$ cat config.mk
export PLATFORM = sky130hd
export DESIGN_NAME = jtopl_eg_step
export DESIGN_NICKNAME = d
export VERILOG_FILES = /design/src/rtl/jtopl_eg_step.sv
export SDC_FILE = /design/constraint.sdc
export NUM_CORES = 1
export LEC_CHECK = 0
export BUFFER_PORTS_ARGS = -buffer_cell sky130_fd_sc_hd__buf_2
export CAP_MARGIN = 25
export CORE_ASPECT_RATIO = 1.2
export CORE_MARGIN = 2
export CORE_UTILIZATION = 40
export CTS_CLUSTER_DIAMETER = 80
export DETAILED_ROUTE_END_ITERATION = 8
export SYNTH_ARGS = -nofsm -noshare
export SYNTH_HDL_FRONTEND = slang
export SYNTH_SLANG_ARGS = --single-unit
$ cat constraint.sdc
create_clock -name clk -period 6.3 [get_ports clk]
set_clock_uncertainty 0.1 [all_clocks]
set_input_delay 0.315 -clock clk [delete_from_list [all_inputs] [get_ports clk]]
set_output_delay 0.315 -clock clk [all_outputs]
set_load 0.005 [all_outputs]
$ cat src/rtl/jtopl_eg_step.sv
`default_nettype none
// +----------------------------------------------------------------------+
// | Module   : jtopl_eg_step                                             |
// | Purpose  : Per-operator envelope stepping stage. Holds attenuation,  |
// |            envelope state and key edge flags, derives the effective  |
// |            rate and advances the attenuation once per sample.        |
// | Revision : 1.0 - initial release                                     |
// +----------------------------------------------------------------------+
module jtopl_eg_step #(
  parameter int CW = 15
) (
  input  logic        rst,
  input  logic        clk,
  input  logic        cen,
  input  logic        keyon,
  input  logic        ksr,
  input  logic [3:0]  keycode,
  input  logic [4:0]  base_rate,
  input  logic [2:0]  state_next,
  output logic        keyon_now,
  output logic        keyoff_now,
  output logic [2:0]  state,
  output logic [9:0]  eg
);

  localparam logic [2:0] c_attack  = 3'b001;
  localparam logic [2:0] c_decay   = 3'b010;
  localparam logic [2:0] c_release = 3'b000;

  logic          r_keyon_last;
  logic [CW-1:0] r_cnt;

  logic [3:0]  w_ofs;
  logic [6:0]  w_rate_sum;
  logic [5:0]  w_rate;
  logic [3:0]  w_hi;
  logic [1:0]  w_lo;
  logic [7:0]  w_pat;
  logic [3:0]  w_s;
  logic [2:0]  w_idx;
  logic        w_upd;
  logic        w_p;
  logic [3:0]  w_inc;
  logic [10:0] w_d;
  logic [10:0] w_sum;

  // Effective rate: base rate doubled plus key-scale offset, saturated to 63
  always_comb begin
    w_ofs      = ksr ? keycode : {2'b00, keycode[3:2]};
    w_rate_sum = {1'b0, base_rate, 1'b0} + {3'b000, w_ofs};
    if (base_rate[4:1] == 4'd0)
      w_rate = 6'd0;
    else if (w_rate_sum > 7'd63)
      w_rate = 6'd63;
    else
      w_rate = w_rate_sum[5:0];
    w_hi = w_rate[5:2];
    w_lo = w_rate[1:0];
  end

  // Step pattern selected by the two fractional rate bits
  always_comb begin
    case (w_lo)
      2'd0:    w_pat = 8'b1010_1010;
      2'd1:    w_pat = 8'b1110_1010;
      2'd2:    w_pat = 8'b1110_1110;
      default: w_pat = 8'b1111_1110;
    endcase
  end

  // Slow rates: update gate and pattern index taken from counter bits above s
  always_comb begin
    w_s   = 4'd11 - w_hi;
    w_idx = 3'd0;
    w_upd = 1'b0;
    for (int i = 0; i <= 10; i++) begin
      if (w_s == 4'(i)) begin
        w_idx = r_cnt[i+2 -: 3];
        w_upd = ((r_cnt & ~({CW{1'b1}} << i)) == '0);
      end
    end
  end

  // Attenuation increment for this sample
  always_comb begin
    w_inc = 4'd0;
    w_p   = 1'b0;
    if (w_hi == 4'd0) begin
      w_inc = 4'd0;
    end else if (w_hi <= 4'd11) begin
      w_p   = w_pat[w_idx];
      w_inc = (w_upd && w_p) ? 4'd1 : 4'd0;
    end else if (w_hi <= 4'd14) begin
      w_p = w_pat[r_cnt[2:0]];
      case (w_hi)
        4'd12:   w_inc = w_p ? 4'd2 : 4'd1;
        4'd13:   w_inc = w_p ? 4'd4 : 4'd2;
        default: w_inc = w_p ? 4'd8 : 4'd4;
      endcase
    end else begin
      w_inc = 4'd8;
    end
  end

  // Attack decrement scales with current attenuation; decay/release add
  always_comb begin
    w_d   = ({4'b0000, eg[9:3]} + 11'd1) * {7'b000_0000, w_inc};
    w_sum = {1'b0, eg} + {7'b000_0000, w_inc};
  end

  // Key edge detection and global sample counter
  always_ff @(posedge clk or posedge rst) begin
    if (rst) begin
      r_keyon_last <= 1'b0;
      keyon_now    <= 1'b0;
      keyoff_now   <= 1'b0;
      r_cnt        <= '0;
    end else if (cen) begin
      r_keyon_last <= keyon;
      keyon_now    <= keyon & ~r_keyon_last;
      keyoff_now   <= ~keyon & r_keyon_last;
      r_cnt        <= r_cnt + 1'b1;
    end
  end

  // Envelope state and attenuation update, driven by the controller's next state
  always_ff @(posedge clk or posedge rst) begin
    if (rst) begin
      state <= c_release;
      eg    <= 10'h3FF;
    end else if (cen) begin
      state <= state_next;
      case (state_next)
        c_attack: begin
          if (w_rate >= 6'd60)
            eg <= 10'd0;
          else if ({1'b0, eg} > w_d)
            eg <= eg - w_d[9:0];
          else
            eg <= 10'd0;
        end
        c_decay, c_release: begin
          eg <= w_sum[10] ? 10'h3FF : w_sum[9:0];
        end
        default: eg <= eg;
      endcase
    end
  end

endmodule
`default_nettype wire

Word level (Yosys, flattened, before mapping) --
Cells that the tools add are included.
Cells by class: $add $sub $neg 6, $mul 1, order comparisons 7, eq/ne operators 16, muxes and demuxes 42, bitwise logic cells 4, reduce and logical (&&, ||, !) cells 19
Operators by type and width (count):
- 15-bit logical NOT | 10
- 3-bit 2-to-1 mux | 12
- 10-bit 2-to-1 mux | 3
- 7-bit one-hot mux with 3 select lines | 1
- 4-bit equality test, second input constant | 5
- 4-bit 2-to-1 mux | 5
- 10-bit one-hot mux with 2 select lines | 1
- 4-bit by 3-bit equality test with 1-bit output, second input constant | 4
- 15-bit by 1-bit adder with 15-bit output, second input constant | 1
- 1-bit 2-to-1 mux | 14
- 4-bit logical NOT | 3
- 6-bit 2-to-1 mux | 2
- 10-bit by 4-bit adder with 11-bit output | 1
- 10-bit by 11-bit greater-than comparator with 1-bit output | 1
- 8-bit by 4-bit multiplier with 11-bit output | 1
- 10-bit subtractor | 1
- 7-bit by 1-bit adder with 8-bit output, second input constant | 1
- 4-bit by 2-bit equality test with 1-bit output, second input constant | 2
- 4-bit less-or-equal comparator, second input constant | 2
- 3-bit by 4-bit less-than comparator with 1-bit output, second input constant | 2
- 4-bit one-hot mux with 2 select lines | 1
- 6-bit by 4-bit adder with 7-bit output | 1
- 7-bit by 6-bit greater-than comparator with 1-bit output, second input constant | 1
- 1-bit binary-select mux with 3-bit select | 2
- other kinds (16) | 18
Storage, ports and cells: bits in registers 31, input bits 17, output and inout bits 15, logic and storage cells 101

Logic depth before layout (Yosys ltp) --
Gate-level depths: netlist (run 1).
depth in word-level cells 29, depth in mapped cells 29, gate-level depth less buffers 28

Least setup slack after synthesis (run 1) --
Ideal clock, no wire load.
path type input-to-reg, from input ksr, to register eg[1], setup time 62 ps, data arrival time 6229 ps, required time 6138 ps, setup slack -91 ps, cell stages on the path 24, buffers on the path 0, cell sequence mux2_2 ha_1 fa_1 a21oi_1 nor4b_1 a221oi_1 nor2_1 nand2_1 fa_1 fa_1 inv_1 ha_1 a21o_1 a21oi_1 o21ai_0 a21oi_1 o21bai_1 a21oi_1 xor2_1 ha_1 nand4_1 o31ai_1 nor4b_4 a221o_1
On the way: word-level cells in the longest chain between the ends 29, elaborated cells between the ends (all ways) 70, those cells by class add/sub: 4; mul: 1; order compare: 5; eq/ne: 14; mux: 42; reduce/logical: 4
RTL lines:
- from (decl) | RTL line 16 | input logic ksr,
- 4-bit 2-to-1 mux (*) | RTL line 49 | w_ofs = ksr ? keycode : {2'b00, keycode[3:2]};
- 6-bit by 4-bit adder with 7-bit output (*) | RTL line 50 | w_rate_sum = {1'b0, base_rate, 1'b0} + {3'b000, w_ofs};
- 7-bit by 6-bit greater-than comparator with 1-bit output | RTL line 53 | else if (w_rate_sum > 7'd63)
- 6-bit 2-to-1 mux (*) | RTL line 53
- 6-bit 2-to-1 mux (*) | RTL line 51 | if (base_rate[4:1] == 4'd0)
- 4-bit subtractor | RTL line 73 | w_s = 4'd11 - w_hi;
- 4-bit logical NOT | RTL line 77 | if (w_s == 4'(i)) begin
- 3-bit 2-to-1 mux (11 in series) | RTL line 77
- [3 not listed]
- 1-bit 2-to-1 mux | RTL line 92 | w_inc = (w_upd && w_p) ? 4'd1 : 4'd0;
- 4-bit 2-to-1 mux | RTL line 90 | end else if (w_hi <= 4'd11) begin
- 4-bit 2-to-1 mux | RTL line 88 | if (w_hi == 4'd0) begin
- 8-bit by 4-bit multiplier with 11-bit output | RTL line 107 | w_d = ({4'b0000, eg[9:3]} + 11'd1) * {7'b000_0000, w_inc};
- 10-bit subtractor / 10-bit by 11-bit greater-than comparator with 1-bit output (equally long branches) | RTL line 138, 137
- 10-bit 2-to-1 mux | RTL line 137 | else if ({1'b0, eg} > w_d)
- 10-bit 2-to-1 mux | RTL line 135 | if (w_rate >= 6'd60)
- 10-bit one-hot mux with 2 select lines (*) | RTL line 133 | case (state_next)
- to (signal assigned) | RTL line 138 | eg <= eg - w_d[9:0];
- to (signal assigned) | RTL line 143 | eg <= w_sum[10] ? 10'h3FF : w_sum[9:0];
- to (signal assigned) | RTL line 145 | default: eg <= eg;
- to (decl) | RTL line 23 | output logic [9:0] eg
Every way passes the cells marked *; elsewhere a longest branch is shown, timed or not. The select of a mux whose other input is x is not followed. A chain may end at the register's enable or synchronous reset.

Worst setup path after layout (run 1) --
from input ksr, to register eg[3]
Same word-level chain as after synthesis.

==> results.md, run 1 <==
Final layout:
- The filler cells instantiated in the layout total 860.
- The fraction of final layout cells with drive strength greater than 1 is a little under two fifths.
- In the final layout, the multi-input gates occupy ~3400 sq um.
- Summing all flip-flop and latch instances after layout gives 738.2 sq um.
- The number of inserted diodes is 0.
- The most frequent standard cell in the layout excluding fill and tap cells is buf_4.
- The top cell types in the final layout, fill and taps aside, are buf_4 (98), nand2_1 (43), inv_1 (42).
- The number of nets in the final layout is 685.
- Relative to the synthesized area, the layout overhead comes to 40.97%.

Synthesis:
- The number of nets handed over by synthesis was 556.
- The number of synthesis warnings is 0.
- In the synthesized netlist the async set-or-reset flop fraction comes to 100.0%.
- After synthesis, flip-flops and latches occupy between 10% and 20% of the total area.
- Summing the areas of all fa, ha and maj instances in the mapped netlist gives roughly a fifth of the synthesized area.
- Synthesis instantiated 74 different standard cells from the library.
- After Yosys synthesis, and, or, nand and nor cells account for 20.69% of the synthesized area.
- The multiplexer fraction of the synthesized cell area is between 2 and 2.5%.
- The synthesized netlist devotes 25.13% of its cell area to compound gates.
- Counting flops and latches in the post-synthesis netlist gives 29.
- The synthesized instance count is around 500.
- The flip-flop cell with the highest count after synthesis is dfrtp_1.
- The count of flip-flops with a built-in enable after synthesis is 0.
- The average instance in the mapped netlist occupies just over 8 sq um.
- The parity-gate share of the synthesized area counting xor and xnor cells is 8.365%.
- The main combinational cell family by area after synthesis is compound AO/OA/AOI/OAI gates.
- The netlist area before placement is 3979 sq um.

Worst setup path:
- STA puts the critical path data arrival time at 6.31 ns.
- The register-to-register setup slack is ~0.37 ns.
- By instance count, the cell type seen most on the critical path is buf_6.
- The largest single stage delay on the critical path is 0.69 ns.
- The critical setup path kind is input port to flop.
- The worst setup path is launched from an input port.
- The number of cells on the worst reg-to-reg path is 28.
- The required time of the worst setup path is between 6 and 7 ns.
- The startpoint identified for the worst register-to-register timing path is r_cnt[1].
- STA classifies the critical path endpoint as a flop.
- The critical register-to-register path endpoint is eg[3].
- The largest individual stage delay along the critical path comes from the cell fa_2.
- The biggest fanout along the worst timing path is 6.

CTS:
- The clock edge transition at the registers on the reported setup and hold paths is ~0.05 ns.
- Counting along the longest clock path gives a buffer depth of 2.
- The number of H-tree levels is 2.
- The number of sinks driven by the clock tree is 29.
- The root buffer cell chosen for the clock tree is clkbuf_16.
- The number of buffers added by the clock tree synthesis step is 5.
- The clock network latency to the later pin of the worst-skew pair is 0.28 ns.
- The clock tree from TritonCTS is built.

Die:
- The vertical die dimension is 113.3 microns.
- The width of the die is 95.05 microns.
- The floorplan has 39 rows.
- For this design the top-level I/O count stands at 32.
- The full die area is 10760 sq um.
- The initial cell density of the core is roughly 41%.
- The core region is 9613 sq um.

Detailed routing:
- The detail route stage leaves a number of antenna-violating nets equal to 0.
- In this run, the number of DRC markers left after iteration 0 of detailed routing was around 180.
- Using the TritonRoute via totals, the vias-per-cell ratio works out to 5.666.
- In the final routed layout, each cell accounts on average for about 17 microns.
- In the routed design, unresolved DRC markers number 0.
- The final layout contains routed wiring with a total length of about 13000 microns.
- The routed via count is 4204.
- The first detailed-routing pass took 5 iterations.

Placement:
- The placer's final routability congestion estimate is slightly above 0.9.
- The count of port buffers added during placement is 31.
- The estimated wirelength of the detail-placed design is ~9800 microns.

Pwr:
- The share of power burned in registers is 18.4%.
- The largest vdd supply drop is between 300 and 400 uV.
- The clock network is responsible for ~15% of the overall power.
- In this run the power spent charging and discharging nets is 805.4 uW.
- The total power draw is 1.862 mW.
- Per report_power, the combinational group accounts for 66.4% of the total.
- In this run the power density over the cells is ~330 nW/um^2.
- The switching share of power is 43.27%.
- The static power due to leakage is approximately 2.5 nW.
- The internal power of the cells totals 1.056 mW.

STA:
- Setup repair after global routing could not meet its margin everywhere.
- The final critical path takes up 98.44% of the cycle.
- The minimum clock period after layout is ~6.2 ns.
- The max-slew violation total from the final report is 0.
- The worst slack on hold paths is about 0.13 ns.
- Static timing analysis puts the maximum clock frequency at 161.2 MHz.
- The hold violation count in the final report is 0.
- The slew at the pin closest to its max-slew limit is about 0.84 ns.
- Setup violations remaining at the end of the flow were counted as 0.
- The worst relative slew slack is a little over two fifths.

GRT:
- The residual overflow from global routing is 0.
- The number of global-route vias before repair came to 4273.
- The initial antenna violation count is 0.
- The largest net degree at the start of global routing is 19.
- The total routing usage reported by global routing is 23.80%.
- The first global-routing pass estimated 20300 microns of wire.

Worst hold path:
- The worst hold path begins at keyon.
- For hold timing, the worst endpoint is keyoff_now.
- The worst min-delay path class is input port to flop.
- Counting instances, the worst hold path has a depth of 2.

Outcome:
- The run finished with clean final reports.

Job:
- Max-cap violations in this run came to 0.
==> power groups by stage <==
| stage | clock network [mW] | registers, mW | logic, mW |
|---|---|---|---|
| 3_3_place_gp | 0 | 0.343 | 1.08 |
| 3_5_place_dp | 0 | 0.346 | 1.10 |
| 5_1_grt | 0.292 | 0.353 | 1.35 |
| 6_report | 0.282 | 0.343 | 1.24 |
| 4_1_cts | 0.285 | 0.343 | 1.11 |
| 2_1_floorplan | 0 | 0.301 | 0.687 |
==> final cells by class <==
type,instances,share of cell area (%)
timing repair buffer,139,18.27
inverter,44,2.944
multi-input combinational,399,59.80
sequential,29,13.16
tap,123,2.744
clock buffer,7,2.543
clock inverter,1,0.5354
==> registers in the layout, summed over array words and instances (netlist names) <==
| name | cells |
|---|---|
| state | 3 |
| r_cnt | 13 |
| keyon_now | 1 |
| eg | 10 |
| r_keyon_last | 1 |
| keyoff_now | 1 |
==> per-layer routing <==
metal / global-route usage [%] / up-vias / wire (microns)
met5: 0 / - / 0
li1: - / 2030 / -
met1: 28.86 / 2011 / 5224
met4: 8.599 / 0 / 271
met2: 42.65 / 139 / 6723
met3: 2.863 / 24 / 508
==> worst max path at each step <==
stage,start,slack (ns),endpoint,cells after the start
floorplan,ksr,0.02,eg[3],25
detailed placement,ksr,-0.47,eg[2],30
global route,ksr,-0.14,eg[3],31
global placement,ksr,-0.32,eg[3],30
CTS,ksr,0.009,eg[1],30
finish,ksr,0.1,eg[3],29
==> worst max-delay path, delay by kind of cell <==
kind | cells | cell delay, ns
compound gates | 9 | 1.59
mux | 2 | 0.55
buf+inv | 5 | 0.66
simple gates | 6 | 0.76
xor+xnor | 1 | 0.09
fa+ha+maj | 6 | 2.36
==> metrics by stage <==
| step | setup TNS, ns | utilization, % | cells | area (sq um) | setup WS [ns] |
|---|---|---|---|---|---|
| after CTS | 0 | 53.89 | 730 | 5180 | 0.009022 |
| after detailed placement | -4.287 | 51.71 | 720 | 4971 | -0.4738 |
| final | 0 | 58.35 | 742 | 5609 | 0.09827 |
| after floorplan | 0 | - | 489 | 4006 | 0.01594 |
| after global placement | -2.829 | 51.43 | 719 | 4943 | -0.3181 |
| after global routing | -0.9285 | 58.35 | 742 | 5609 | -0.1369 |
==> cell families (layout without fill, tap and decap cells) <==
family | count (synthesis) | in the layout
muxes | 8 | 8
buffers and inverters | 61 | 191
adders and majority gates | 52 | 52
xor gates and xnor gates | 38 | 38
AOI/OAI and AO/OA | 138 | 138
and+or+nand+nor | 163 | 163
DFF | 29 | 29
==> cells in the mapped netlist, types with 10 or more instances <==
cell type  number  share of area [%]
a21oi_1        33                4.2
o21ai_0        19                2.4
dfrtp_1        19                 12
nor2_1         36                3.4
dfstp_2        10                6.6
inv_1          44                4.2
nor3_1         17                2.1
fa_1           15                7.5
nand3_1        12                1.5
xnor2_1        24                5.3
ha_1           35                 11
nand2_1        45                4.2
clkbuf_1       13                1.2
xor2_1         14                3.1
==> repair_timing <==
action,in CTS,in global routing
hold buffers,1,0
buffers inserted,1,13
pin swaps,1,46
hold endpoints to repair,11,0
cloned,0,1
setup endpoints to repair,10,10
resized for setup,6,74
Note: power is estimated with default switching activity, not from simulation.
==> run 2: changes to the inputs <==
--- a/config.mk
+++ b/config.mk
@@ -7,9 +7,9 @@
 export LEC_CHECK = 0
 export BUFFER_PORTS_ARGS = -buffer_cell sky130_fd_sc_hd__buf_2
 export CAP_MARGIN = 25
-export CORE_ASPECT_RATIO = 1.2
 export CORE_MARGIN = 2
 export CORE_UTILIZATION = 40
+export CTS_BUF_LIST = sky130_fd_sc_hd__clkbuf_2 sky130_fd_sc_hd__clkbuf_4 sky130_fd_sc_hd__clkbuf_8
 export CTS_CLUSTER_DIAMETER = 80
 export DETAILED_ROUTE_END_ITERATION = 8
 export SYNTH_ARGS = -nofsm -noshare
==> results.md, run 2 (same netlist as run 1, synthesis figures left out) <==
STA:
- The max-slew violation total from the final report was 0.
- The worst slack on hold paths is 0.1115 ns.
- The worst relative slew slack is 33.26%.
- Setup repair after global routing could not meet its margin everywhere.
- The minimum clock period after layout is approximately 6 ns.
- The hold violation count in the final report is 0.
- The worst path uses 97.66% of the clock period.
- The setup slack after layout is 0.1475 ns.
- The achievable clock frequency is 162.5 MHz.
- For the pin with the worst max-slew slack, the measured transition is 0.9951 ns.
- Setup violations remaining at the end of the flow were counted as 0.

Worst setup path:
- The biggest fanout along the worst timing path is 6.
- The endpoint identified for the worst register-to-register timing path is eg[2].
- By instance count, the cell type seen most on the critical path is buf_4.
- The register-to-register setup slack is 0.36 ns.
- The count of cells along the worst register-to-register path is 26.
- The longest individual stage delay on the worst path is 0.55 ns.
- By startpoint and endpoint, the worst setup path is classified as input port to flop.
- In this run the number of cells on the critical path is 28.
- Together, buffers and inverters on the worst path number 8.
- Data on the critical path is required at its endpoint by 6.41 ns.
- The launching element of the worst setup path is ksr.
- The slowest stage of the critical path is the fa_1 cell.
- The critical path's top delay family is adder cells.
- The worst setup path endpoint is eg[2].
- STA puts the critical path data arrival time at 6.27 ns.
- The category of the worst setup path launch point is an input port.
- The launch point of the worst reg-to-reg path is r_cnt[1].
- The category of the worst setup path capture point is a flop.

Job:
- The max-cap check violation count is 0.

CTS:
- The number of H-tree levels is 2.
- The later pin in the worst-skew pair is clocked with a latency of 0.29 ns.
- The number of buffers added by the clock tree synthesis step is 5.
- TritonCTS built the clock tree.
- The maximum buffer depth of the clock tree is 2.
- The number of sinks driven by the clock tree is 29.
- The root buffer cell is clkbuf_8.
- The clock edge transition at the registers on the reported setup and hold paths is 0.07 ns.

Detailed routing:
- In the routed layout, each cell is associated on average with a via count of 5.660.
- The routed wire length is 12740 microns.
- Once detail routing completed, the nets flagged for antenna violations numbered 0.
- The first routing iteration left 232 violations.
- After detailed routing, the average wire length per cell comes to 16.96 microns.
- The number of design rule violations left after detail routing is 0.
- The first detailed-routing pass ran for 5 iterations.
- The routed layout has about 4300 vias.

Die:
- The vertical die dimension is 103.7 microns.
- The core region is ~9700 sq um.
- Row generation in the floorplan step produced 36 rows.
- 32 I/O pins were placed.
- The die covers between 10000 and 15000 sq um.
- Once the floorplan was initialized, standard cells occupied 40.90% of the core.
- The die is 103.7 microns wide.

Final layout:
- The top cell types in the final layout, fill and taps aside, are buf_4 (100), nand2_1 (44), inv_1 (43).
- The number of inserted diodes is 0.
- The number of nets in the final layout is 684.
- The most frequent standard cell in the layout excluding fill and tap cells is buf_4.
- The number of flip-flops under the largest register name is 13.
- Counting flops per register, the top entry is r_cnt.
- The largest registers in the layout are r_cnt: 13 flops, eg: 10 flops, state: 3 flops.
- The relative area change from synthesis to final layout is 41.57%.
- The number of filler cells placed in the layout is a little over 900.
- The fraction of final layout cells with drive strength greater than 1 is 37.70%.

Placement:
- Prior to clock tree synthesis, the placed netlist has a worst setup slack of -0.5247 ns.
- The placer's final routability congestion estimate is around 0.95.
- The estimated wirelength of the detail-placed design is 9682 microns.
- Port buffering added 31 buffers.

Pwr:
- Dividing total power by cell area gives a power density of about 330 nW/um^2.
- Combinational logic is responsible for between 60% and 70% of the overall power.
- The switching share of power is 44.56%.
- The internal portion of the total power is just over 1 mW.
- The share of power burned in registers is 18.5%.
- Across the VDD grid, the largest voltage drop is 305.1 uV.
- The static power due to leakage is 2.520 nW.
- The clock network burns 12.7% of the power.
- The analysis attributes to net switching a power of 819.8 uW.
- Summing internal, switching and leakage power gives ~1.8 mW.

GRT:
- The initial antenna violation count is 0.
- Global routing consumed, over all layers together, 22.98% of the routing resources.
- The first-pass GRT wire length is 20400 microns.
- The largest net degree at the start of global routing is 24.
- The number of global-route vias before repair is 4240.
- The residual overflow from global routing is 0.

Outcome:
- The flow ran to the end, and the final reports show no timing, DRC or antenna violations.

Worst hold path:
- The min-delay analysis places its worst path in the category input port to flop.
## run 2: layout make-up
type                            count  area (sq um)  area share [%]
Inverter                           44         165.2           2.932
Clock buffer                        5         68.82           1.222
Tap cell                          133         166.4           2.954
Clock inverter                      3         65.06           1.155
Sequential cell                    29         738.2           13.11
Multi-Input combinational cell    399          3423           60.77
Timing Repair Buffer              138          1006           17.86
## run 2: power groups by stage
stage	sequential [mW]	clock, mW	combinational (mW)
final	0.340	0.233	1.27
after global routing	0.347	0.244	1.39
after CTS	0.336	0.237	1.11
after detailed placement	0.337	0	1.09
after global placement	0.337	0	1.07
after floorplan	0.301	0	0.687
## run 2: worst min path at each step
| stage | start | endpoint | slack (ns) | cells after the start |
|---|---|---|---|---|
| final | keyon | keyoff_now | 0.11 | 2 |
| after detailed placement | rst | r_cnt[11] | 0.19 | 2 |
| after CTS | keyon | keyoff_now | 0.10 | 2 |
| after floorplan | rst | keyoff_now | 0.29 | 1 |
| after global placement | keyoff_now | keyoff_now | 0.37 | 1 |
| after global routing | keyon | keyoff_now | 0.13 | 2 |
## run 2: what timing repair did
item | 4_1_cts | 5_1_grt
endpoints found under the setup margin | 10 | 10
pin swaps | 1 | 53
hold buffers | 1 | 0
resized for setup | 5 | 75
endpoints found under the hold margin | 6 | 0
buffers inserted | 1 | 17
## run 2: per-layer routing
metal	vias up	track usage, %	routed length [microns]	share of wire (%)
li1	2025	-	-	-
met1	2081	31.84	5844	46
met2	128	38.22	6113	48
met3	17	2.643	638	5.0
met4	0	5.888	142	1.1
met5	-	0	0	0
## run 2: worst reg2reg max path: cells and delay by family, from the launching register on
kind | cells | cell delay, ns
simple gates | 8 | 1.90
fa+ha+maj | 4 | 1.26
compound gates | 9 | 1.71
buf+inv | 4 | 0.41
xor+xnor | 1 | 0.11
flops | 1 | 0.38
## run 2: per-stage QoR
stage	area [sq um]	setup TNS [ns]	utilization (%)	instances
4_1_cts	5120	0	52.62	736
3_5_place_dp	4954	-5.099	50.91	726
5_1_grt	5633	-1.088	57.90	751
2_1_floorplan	4006	0	-	489
3_3_place_gp	4926	-3.033	50.63	725
6_report	5633	0	57.90	751
==> run 3: changes to the inputs <==
--- a/config.mk
+++ b/config.mk
@@ -7,11 +7,13 @@
 export LEC_CHECK = 0
 export BUFFER_PORTS_ARGS = -buffer_cell sky130_fd_sc_hd__buf_2
 export CAP_MARGIN = 25
+export CORE_ASPECT_RATIO = 0.75
 export CORE_MARGIN = 2
 export CORE_UTILIZATION = 40
 export CTS_BUF_LIST = sky130_fd_sc_hd__clkbuf_2 sky130_fd_sc_hd__clkbuf_4 sky130_fd_sc_hd__clkbuf_8
 export CTS_CLUSTER_DIAMETER = 80
 export DETAILED_ROUTE_END_ITERATION = 8
+export PLACE_DENSITY = 0.61
 export SYNTH_ARGS = -nofsm -noshare
 export SYNTH_HDL_FRONTEND = slang
 export SYNTH_SLANG_ARGS = --single-unit
==> results.md, run 3 (same netlist as run 1, synthesis figures left out) <==
Pwr:
- The design draws 1.793 mW.
- The combinational power share is 72.0%.
- The internal cell power is 971.8 uW.
- In this run switching power makes up 45.79% of total power.
- Power spread over the standard cell area amounts to 325.2 nW/um^2.
- The clock network power share is 9.2%.
- Across the VDD grid, the largest voltage drop is 174.2 uV.
- Of the total power, registers draw 18.8%.
- In this run the static leakage power is 2.463 nW.
- The net switching power figure is slightly above 800 uW.

STA:
- For the pin with the worst max-slew slack, the measured transition is roughly 1.0 ns.
- The final-report setup violation count is 0.
- The hold violation count in the final report is 0.
- The max-slew violation total from the final report is 0.
- After layout, the worst path uses about 100% of the clock period.
- The worst pin sits at a relative slew slack of 30.16%.
- The worst path in the final design needs a cycle of 6.169 ns, including I/O delays and setup.
- The achievable clock frequency is between 150 and 200 MHz.

CTS:
- The longest clock path from root to sink contains 2 buffers.
- The root buffer cell is clkbuf_8.
- The number of sinks driven by the clock tree is 29.
- The H-tree generated during clock tree synthesis spans 2 levels.
- The clock reaches the later pin of the worst-skew pair after between 0.2 and 0.3 ns.
- The clock edge transition at the registers on the reported setup and hold paths is 0.06 ns.
- TritonCTS built the clock tree.
- The number of buffers added by the clock tree synthesis step is 5.

Final layout:
- The number of flip-flops under the largest register name is 13.
- Of the cells placed in the final design, the portion with a size suffix greater than 1 is between 30% and 40%.
- In the layout the commonest cells are buf_4 (98), nand2_1 (44), inv_1 (43).
- The number of inserted diodes is 0.
- The register with the highest flop count is r_cnt.
- In the final design database the tool counted 681 nets.
- The largest registers in the layout are r_cnt: 13 flops, eg: 10 flops, state: 3 flops.
- The number of filler cells placed in the layout is 843.
- The most frequent standard cell in the layout excluding fill and tap cells is buf_4.
- Compared with the post-synthesis result, the final layout area differs by 38.55%.
- The final cell area excluding filler cells is 5513 sq um.

Detailed routing:
- The DRC violation total after the first TritonRoute iteration is 303.
- After detailed routing, the number of remaining DRC violations is 0.
- The routed layout has 4259 vias.
- The first detailed-routing pass took 5 iterations.
- The wire length per cell after detailed routing is 17.08 microns.
- In the routed layout, each cell is associated on average with a via count of 5.701.
- The routed wire length is 12760 microns.
- The count of nets left with antenna violations once routing finished came out at 0.

Die:
- The initial cell density of the core is 41.20%.
- 32 I/O pins were placed.
- The region available for standard cell placement spans 9658 sq um.
- The full die area is 10770 sq um.
- The number of core rows is 31.
- The width of the die is 119.2 microns.
- From bottom edge to top edge, the die measures 90.37 microns.

GRT:
- The first-pass GRT wire length is between 20000 and 25000 microns.
- Entering global routing, the biggest net connects 16 pins.
- The total routing usage reported by global routing is 22.74%.
- After global routing the overflow that remains totals 0.
- The initial antenna violation count is 0.
- The number of global-route vias before repair is about 4000.

Worst setup path:
- The category of the worst setup path capture point is a flop.
- Data on the critical path arrives at its endpoint at 6.27 ns.
- The category of the worst setup path launch point is an input port.
- In this run the worst path has a maximum fanout of 5.
- For the worst setup path, the data required time is around 6.4 ns.
- The largest single stage delay on the critical path is 0.50 ns.
- The slowest stage of the critical path belongs to the cell fa_1.
- The critical path in this run is classified as input port to flop.

Placement:
- Input and output buffers added on the ports amount to 31.
- After detailed placement, the total cell area comes to just under 5000 sq um.
- The placer's final routability congestion estimate is 0.9249.
- After legalization and detailed placement, the total HPWL measured 9815 microns.

Outcome:
- The flow ran to the end, and the final reports show no timing, DRC or antenna violations.

Worst hold path:
- The min-delay analysis places its worst path in the category input port to async pin.

Job:
- The max-cap check violation count is 0.
-- run 3: final cells by class --
class / count / area [sq um] / share of cell area, %
Sequential cell: 29 / 738.2 / 13.39
Timing Repair Buffer: 135 / 989.7 / 17.95
Clock inverter: 1 / 5.005 / 0.09079
Clock buffer: 7 / 96.34 / 1.748
Multi-Input combinational cell: 399 / 3353 / 60.83
Inverter: 44 / 165.2 / 2.996
Tap cell: 132 / 165.2 / 2.996
-- run 3: critical path, delay by kind of cell --
kind | cells | cell delay [ns]
AO/OA/AOI/OAI | 10 | 1.86
buffers and inverters | 5 | 0.62
XOR/XNOR | 2 | 0.36
adder cells (fa/ha/maj) | 6 | 1.90
multiplexers | 2 | 0.59
AND/OR/NAND/NOR | 4 | 0.62
-- run 3: path summary, 6_finish.rpt --
path | startpoint | endpoint | slack (ns) | cells after the start
max | ksr | eg[2] | 0.13 | 29
min | rst | r_cnt[3] | 0.02 | 2
max reg2reg | r_cnt[1] | eg[2] | 0.28 | 27
min reg2reg | keyoff_now | keyoff_now | 0.40 | 1
max in group asynchronous | rst | eg[5] | 5.49 | 3
min in group clk | keyon | keyoff_now | 0.14 | 2
-- run 3: per-stage QoR --
stage	cells	utilization, %	setup WS, ns	setup TNS, ns	hold WS [ns]
floorplan	489	-	0.01594	0	0.2857
global placement	722	50.84	-0.3486	-3.259	0.3711
detailed placement	723	51.12	-0.5824	-5.571	0.3353
CTS	739	53.21	0.01759	0	0.03031
global route	747	57.08	-0.04890	-0.2813	0.06742
finish	747	57.08	0.1313	0	0.02383
-- run 3: routing by layer --
metal  GRT usage, %  part of all wire [%]  wire length (microns)  vias to the layer above
li1               -                     -                      -                     2024
met1          35.33                    49                   6281                     2065
met2          34.10                    43                   5549                      151
met3          1.894                   6.0                    766                       19
met4          4.762                   1.3                    160                        0
met5              0                     0                      0                        -
-- run 3: timing repair --
| action | in CTS | in global routing |
|---|---|---|
| endpoints found under the setup margin | 10 | 10 |
| setup buffers | 8 | 9 |
| gates resized for setup | 10 | 61 |
| hold buffers | 0 | 0 |
| pin swaps | 12 | 44 |
-- run 3: power groups by stage --
stage                     clock network [mW]  logic [mW]  registers, mW
after floorplan                            0       0.687          0.301
after global placement                     0        1.09          0.336
after detailed placement                   0        1.12          0.337
after CTS                              0.172        1.15          0.334
after global routing                   0.180        1.40          0.344
final                                  0.165        1.29          0.336
